**config.mk**
```make
export PLATFORM = sky130hd
export DESIGN_NAME = wb_sram_bridge
export DESIGN_NICKNAME = d
export VERILOG_FILES = /design/src/rtl/wb_sram_bridge_pkg.sv /design/src/rtl/wb_sram_bridge.sv
export SDC_FILE = /design/constraint.sdc
export NUM_CORES = 1
export LEC_CHECK = 0
export CORE_ASPECT_RATIO = 1.2
export CORE_MARGIN = 10
export CORE_UTILIZATION = 28
export DETAILED_ROUTE_END_ITERATION = 10
export PLACE_DENSITY = 0.92
export SLEW_MARGIN = 10
export SYNTH_ARGS = -nofsm -noshare
export SYNTH_HDL_FRONTEND = slang
export SYNTH_SLANG_ARGS = --single-unit
```
**constraint.sdc**
```tcl
create_clock -name clk_i -period 2.3 [get_ports clk_i]
set_clock_uncertainty 0.1 [all_clocks]
set_input_delay 0.345 -clock clk_i [delete_from_list [all_inputs] [get_ports clk_i]]
set_output_delay 0.345 -clock clk_i [all_outputs]
set_load 0.02 [all_outputs]
```
**src/rtl/wb_sram_bridge_pkg.sv**
```systemverilog
// Shared constants for the Wishbone-to-OpenRAM bridge: address widths, default
// window base and FSM state encoding.
package wb_sram_bridge_pkg;

  localparam int unsigned IRAM_ADDR_WIDTH = 9;
  localparam int unsigned DRAM_ADDR_WIDTH = 9;
  localparam int unsigned DATA_WIDTH      = 32;
  localparam int unsigned SEL_WIDTH       = 4;

  localparam logic [31:0] DEFAULT_BASE_ADDR = 32'h3000_0000;

  typedef enum logic [1:0] {
    ST_IDLE    = 2'd0,
    ST_RD_WAIT = 2'd1,
    ST_ACK     = 2'd2
  } state_e;

endpackage

```
**src/rtl/wb_sram_bridge.sv**
```systemverilog
// Wishbone classic responder driving port 0 of a 32-bit OpenRAM macro.
// Writes and out-of-window accesses ack after one cycle, reads after two.
module wb_sram_bridge
  import wb_sram_bridge_pkg::*;
#(
  parameter int unsigned ADDR_WIDTH_WORDS = IRAM_ADDR_WIDTH,
  parameter logic [31:0] BASE_ADDR        = DEFAULT_BASE_ADDR
) (
  input  logic                        clk_i,
  input  logic                        rstn_i,
  input  logic                        en_i,
  input  logic                        wbs_cyc_i,
  input  logic                        wbs_stb_i,
  input  logic                        wbs_we_i,
  input  logic [SEL_WIDTH-1:0]        wbs_sel_i,
  input  logic [31:0]                 wbs_adr_i,
  input  logic [DATA_WIDTH-1:0]       wbs_dat_i,
  output logic                        wbs_ack_o,
  output logic [DATA_WIDTH-1:0]       wbs_dat_o,
  output logic                        sram_clk0,
  output logic                        sram_csb0,
  output logic                        sram_web0,
  output logic [SEL_WIDTH-1:0]        sram_wmask0,
  output logic [ADDR_WIDTH_WORDS-1:0] sram_addr0,
  output logic [DATA_WIDTH-1:0]       sram_din0,
  input  logic [DATA_WIDTH-1:0]       sram_dout0
);

  localparam int unsigned TAG_LSB = ADDR_WIDTH_WORDS + 2;

  state_e state;
  state_e state_nxt;
  logic   req;
  logic   hit;
  logic   dat_clr;
  logic   dat_load;
  logic   unused_adr_lsb;

  assign sram_clk0  = clk_i;
  assign sram_addr0 = wbs_adr_i[ADDR_WIDTH_WORDS+1:2];
  assign sram_din0  = wbs_dat_i;

  // Byte offset within the word is irrelevant: the SRAM is word addressed.
  assign unused_adr_lsb = &{1'b0, wbs_adr_i[1:0]};

  assign hit = (wbs_adr_i[31:TAG_LSB] == BASE_ADDR[31:TAG_LSB]);
  assign req = wbs_cyc_i & wbs_stb_i & en_i & (state == ST_IDLE);

  // Next state and SRAM strobes; the SRAM is only touched on an IDLE accept.
  always_comb begin
    state_nxt   = state;
    sram_csb0   = 1'b1;
    sram_web0   = 1'b1;
    sram_wmask0 = '0;
    dat_clr     = 1'b0;
    dat_load    = 1'b0;
    case (state)
      ST_IDLE: begin
        if (req) begin
          if (hit && wbs_we_i) begin
            sram_csb0   = 1'b0;
            sram_web0   = 1'b0;
            sram_wmask0 = wbs_sel_i;
            dat_clr     = 1'b1;
            state_nxt   = ST_ACK;
          end else if (hit) begin
            sram_csb0 = 1'b0;
            state_nxt = ST_RD_WAIT;
          end else begin
            dat_clr   = 1'b1;
            state_nxt = ST_ACK;
          end
        end
      end
      ST_RD_WAIT: begin
        dat_load  = 1'b1;
        state_nxt = ST_ACK;
      end
      ST_ACK:  state_nxt = ST_IDLE;
      default: state_nxt = ST_IDLE;
    endcase
    // Keep the macro quiet while held in reset, whatever the bus does.
    if (!rstn_i) begin
      sram_csb0   = 1'b1;
      sram_web0   = 1'b1;
      sram_wmask0 = '0;
    end
  end

  always_ff @(posedge clk_i) begin
    if (!rstn_i) begin
      state     <= ST_IDLE;
      wbs_ack_o <= 1'b0;
      wbs_dat_o <= '0;
    end else begin
      state     <= state_nxt;
      wbs_ack_o <= (state_nxt == ST_ACK);
      if (dat_clr) begin
        wbs_dat_o <= '0;
      end else if (dat_load) begin
        wbs_dat_o <= sram_dout0;
      end
    end
  end

endmodule
```
[Yosys cells after proc, flatten, opt, wreduce, memory -nomap -nowiden]
Index checks and enable logic that the tools add are counted.
W data, S select, Z words.
Cells by class
  divide/modulo/power cells: 0
  multiplexer cells: 21
  $lt $le $gt $ge: 0
  bitwise gates (word level): 4
  shift-type cells: 0
  $add $sub $neg: 0
  reductions and logical operators: 3
  multiply operators: 0
  eq/ne operators: 3
Operators by type and width (count)
  $eq A21 B19 Y1 const B: 1
  $mux W4: 4
  $mux W1: 13
  $mux W2: 3
  $pmux W2 S2: 1
  $and A1 B1 Y1: 3
  $eq A2 B1 Y1 const B: 1
  $eq A2 B2 Y1 const B: 1
  $logic_not A2 Y1: 1
  $reduce_or A2 Y1: 1
  $logic_and A1 B1 Y1: 1
  $not A1 Y1: 1
Word-level totals
  output and inout port bits: 81
  register bits after elaboration: 35
  latch bits: 0
  memories kept: 0
  memory bits (read-only): 0
  RAM bits: 0
  logic and storage cells: 34

[Logic depth before layout (Yosys ltp)]
  word-level depth: 6
  gate-level depth with buffers: 5
  gate-level depth less buffers: 4

==> reports/results.tsv <==
metric	value	unit
Horiz. Die Dim	90.8	um
number of distinct library cells after synthesis	24	
Worst path slowest cell	or4b_4	
Setup WS pre-CTS	-0.783	ns
P_leak	1.05	nW
initial DRC count	31	
top cell type's share of synthesized area	41.6	%
period utilization	104	%
switching pwr	0.300	mW
Area growth, synth to finish	66.1	%
Final Max Tran Viols	0	
number of detailed-routing iterations run before antenna repair	6	
synth top area cells	dfxtp_1 42%, buf_4 19%, nand2_1 14%	
Mapped Cells	211	
cell taking the most area after synthesis	dfxtp_1	
Max FO, Critical Path	5	
Final HPWL DP	4590	um
failing checks	setup timing	
fin crit period	2.38	ns
Max-slew headroom	73.0	%
Setup crit end kind	output pin	
initial antenna violation count	0	
first-pass GRT wire length	9110	um
full die area	9520	um2
all-layer global routing usage	11.8	%
sequential element share of the synthesized area	41.6	%
DRC viols	0	
port buffer count	102	
Power Density	483	nW/um2
worst reg2reg startpoint	state[0]$_SDFF_PN0_	
Worst Min Path Start	wbs_dat_o[25]$_SDFFE_PP0P_	
TritonCTS clock tree	built	
Post-Route WL	5670	um
unrepaired setup endpoints after global routing	true	
final setup TNS	-0.395	ns
post-route setup slack	-0.0828	ns
Ys Warns	0	
startpoint types	flop	
vias in the first global route	1859	
core area	5740	um2
# diodes	0	
die height	105	um
Buf/Inv on CP	1	
crit-path leading delay family	simple AND/OR/NAND/NOR gates	
clock latency on the worst-skew pair	0.38	ns
Placed Instance Area	2570	um2
max_cap viols	0	
largest net degree at the start of global routing	20	
vias per cell	4.47	
IO Count	187	
gp weighted congestion	0.677	
Clk pwr share	44.2	%
VDD IR max	0.000501	V
slowest stage delay, CP	0.51	ns
FMAX	420	MHz
Worst Hold Class	reg2reg	
Top FF cell, synth	dfxtp_1	
FF+latch count, synth	35	
most common cell after layout, fill and taps aside	clkdlybuf4s50_1	
Critical Path Start	state[0]$_SDFF_PN0_	
final hold vios	0	
clk slew on worst S/H paths	0.06	ns
net count after synthesis	317	
critical path class	reg2out	
EDFF count, synth	0	
Final Setup Violations	6	
Initial Utilization	29.3	%
Tightest Pin Transition	0.405	ns
outcome	finished with violations	
GR Overflow Total	0	
Internal Pwr Total	1.05	mW
Netlist Area Pre-Place	1680	um2
share of cells above drive strength 1	18.5	%
critical path, cell by cell	nand4b_4 -> or4b_4 -> nor4_4 -> and2_1 -> buf_6	
asr flop ratio synth	0	%
routed len/inst	15.2	um
Gate power share	10.7	%
overall power	1.35	mW
cell area after layout	2800	um2
antenna viol nets, final	0	
vias	1663	
Reg power frac	45.0	%
cell row count	30	
most frequent cells in the layout	74 x clkdlybuf4s50_1, 64 x nand2_1, 34 x dfxtp_1, 33 x a21oi_1, 20 x buf_4	
sw frac	22.2	%
syn avg cell area	7.98	um2
worst path arrival time	1.94	ns
Worst EP required	1.86	ns
Final #Nets	397	
-- flip-flops by register name, indices dropped and copies added (netlist names) --
name       cells
wbs_dat_o     32
state          2
wbs_ack_o      1
-- layout make-up --
cell class,count,area [um2]
inverters,2,7.51
clock buffers,11,126
repair buffers,121,1160
flip-flops and latches,35,702
multi-input cells,122,692
clock inverters,1,5.00
well taps,80,100
fillers,547,2950
-- Yosys cell counts, types with 2 or more instances --
cell type	instances
nand2_1	64
buf_4	42
dfxtp_1	35
a21oi_1	33
clkbuf_1	10
and2_1	4
inv_1	2
nand2b_1	2
nor4_1	2
nor4_2	2
o21ba_2	2
-- what timing repair did --
action	in CTS	in global routing
buffers inserted	2	4
pin swaps	10	10
endpoints found under the setup margin	7	6
hold buffers	0	0
resized for setup	61	9
cloned	0	0
-- stage by stage --
stage	utilization (%)	hold slack, ns	std cells
detailed placement	44.8	0.346	355
floorplan	-	0.312	211
global placement	44.8	0.341	355
global route	48.7	0.375	372
CTS	47.7	0.355	368
finish	48.7	0.354	372
-- per-layer routing --
metal / share of wire [%] / up-vias / global-route usage [%]
li1: - / 799 / -
met1: 33 / 732 / 10.4
met2: 50 / 95 / 20.4
met3: 11 / 37 / 6.30
met4: 5.2 / 0 / 7.85
met5: 0 / - / 0
-- kinds of logic after synthesis --
group | Yosys count | synth area share, %
AND/OR/NAND/NOR | 85 | 25.1
buffers and inverters | 54 | 21.4
AO/OA/AOI/OAI | 37 | 11.8
flip-flops | 35 | 41.6
-- power groups by stage --
stage	Sequential (mW)	Combinational (mW)	Clock (mW)
after floorplan	0.622	0.124	0.0508
after global placement	0.621	0.147	0.0584
after detailed placement	0.621	0.148	0.0584
after CTS	0.607	0.145	0.625
after global routing	0.607	0.157	0.652
final	0.607	0.145	0.597
-- worst min-delay path, stage by stage (launching register included) --
cell and delay [ns]:
dfxtp_1 0.31, nand2_1 0.05, a21oi_1 0.05
-- path summary, 6_finish.rpt --
| check | endpoint | slack (ns) | depth (start not counted) |
|---|---|---|---|
| setup / recovery | sram_wmask0[2] | -0.08 | 5 |
| setup reg to reg | state[0]$_SDFF_PN0_ | 0.59 | 5 |
| hold / removal | wbs_dat_o[25]$_SDFFE_PP0P_ | 0.35 | 2 |
| hold reg to reg | wbs_dat_o[25]$_SDFFE_PP0P_ | 0.35 | 2 |
(Power assumes the default switching activity.)
==> patch, RTL diff (same settings) <==
Change the package constant `IRAM_ADDR_WIDTH` from 9 to 7.
--- a/src/rtl/wb_sram_bridge_pkg.sv
+++ b/src/rtl/wb_sram_bridge_pkg.sv
@@ -2,7 +2,7 @@
 // window base and FSM state encoding.
 package wb_sram_bridge_pkg;
 
-  localparam int unsigned IRAM_ADDR_WIDTH = 9;
+  localparam int unsigned IRAM_ADDR_WIDTH = 7;
   localparam int unsigned DRAM_ADDR_WIDTH = 9;
   localparam int unsigned DATA_WIDTH      = 32;
   localparam int unsigned SEL_WIDTH       = 4;
Ports: changed (resized sram_addr0); port bits go from 187 to 185. No check against the original RTL was run, so the function may have changed too.
==> patch against the original RTL <==
Sequential cell count did not move. Sequential power barely moved. Total power rose by 3.0%. Critical path depth rose by 1. Area after synthesis fell by 3.5%. Sequential share of layout area rose by 0.66 points. Highest routed layer unchanged. Setup slack improved by 0.089 ns. Design area fell by 2.7%. Wire length rose by 3.5%.
==> patch: results (changes against the original RTL) <==
IO buf count=104 (+2.0%); Cell variety after synth=20 (-17%); Synth area leaders=dfxtp_1 43%, buf_4 18%, nand2_1 15%; reg2reg start=state[1]$_SDFF_PN0_; CP max FO=2 (-3); vias in the first global route=1,795 (-3.4%); Hold Worst Slack=0.3530 ns (-0.001353 ns); worst vdd ir=0.2141 mV (-57%); Commonest cells post-synth=67 x nand2_1, 40 x buf_4, 35 x dfxtp_1; Post CTS Setup Buffer Count=1 (-1); crit path max-delay cell type=or4_4; largest net degree at the start of global routing=33 (+65%); data arrival time of the critical path=1.85 ns (-0.09 ns); Leakage=1.011 nW (-3.8%); total number of vias=1,689 (+1.6%); Cells after Synth=209 (-0.95%); DR iter-0 viols=44 (+42%); GP Congestion=0.7909 (+17%); HP Start=wbs_dat_o[17]$_SDFFE_PP0P_; first-pass GRT wire length=8604 um (-5.5%); CTS-repair resized insts=70 (+15%); dpl hpwl=4698 um (+2.3%); status=finished clean; All-Layer GR Usage=0.1243 (+0.006471); R2R setup slack=0.77 ns (+0.18 ns); routed length per instance=16.30 um (+7.0%); Worst path max stage delay=0.59 ns (+0.08 ns); layout cells sized above 1=0.1926 (+0.007636)
patch: cell types whose count changed after synthesis, moves of 2 or more:
cell,before,now
clkbuf_1,10,6
buf_2,0,3
nand2_1,64,67
nor2_1,0,3
nor4_1,2,5
a2111oi_0,0,2
buf_4,42,40
o21ba_2,2,0
patch: cell type report:
| type | instances | area, um^2 |
|---|---|---|
| fillers | 561 | 2912 |
| repair buffers | 125 | 1166 |
| flip-flops and latches | 35 | 700.7 |
| multi-input cells | 122 | 623.1 |
| clock buffers | 10 | 132.6 |
| well taps | 64 | 80.08 |
| inverters | 3 | 11.26 |
| clock inverters | 1 | 5.005 |
patch: cells by family after synthesis:
| family | count (synthesis) | synth area share |
|---|---|---|
| AOI/OAI and AO/OA | 35 | 0.1148 |
| buffers and inverters | 52 | 0.2149 |
| DFF | 35 | 0.4314 |
| and+or+nand+nor | 87 | 0.2388 |
patch: how the worst max path moves through the flow:
stage,end,slack (ns),cells after the start
2_1_floorplan,sram_wmask0[2],0.25,4
3_3_place_gp,sram_wmask0[2],-0.89,6
3_5_place_dp,sram_wmask0[2],-0.92,6
4_1_cts,sram_csb0,0.0009,6
5_1_grt,sram_csb0,-0.04,6
6_report,sram_csb0,0.006,6
patch: layer usage:
layer / wire length (um) / GRT usage
met4: 346 / 0.1140
met5: 0 / 0
met2: 2816 / 0.2015
met3: 788 / 0.07759
met1: 1917 / 0.1016
patch: per-stage QoR:
stage          cell area, um^2  setup WS (ns)
3_5_place_dp              2576        -0.9242
3_3_place_gp              2576        -0.8855
4_1_cts                   2716      0.0009314
6_report                  2719       0.006499
5_1_grt                   2719       -0.04458
2_1_floorplan             1624         0.2452
patch: worst max-delay path, delay by kind of cell:
kind                   cells  cell delay, ns
buffers and inverters      3            0.39
AND/OR/NAND/NOR            3            1.11
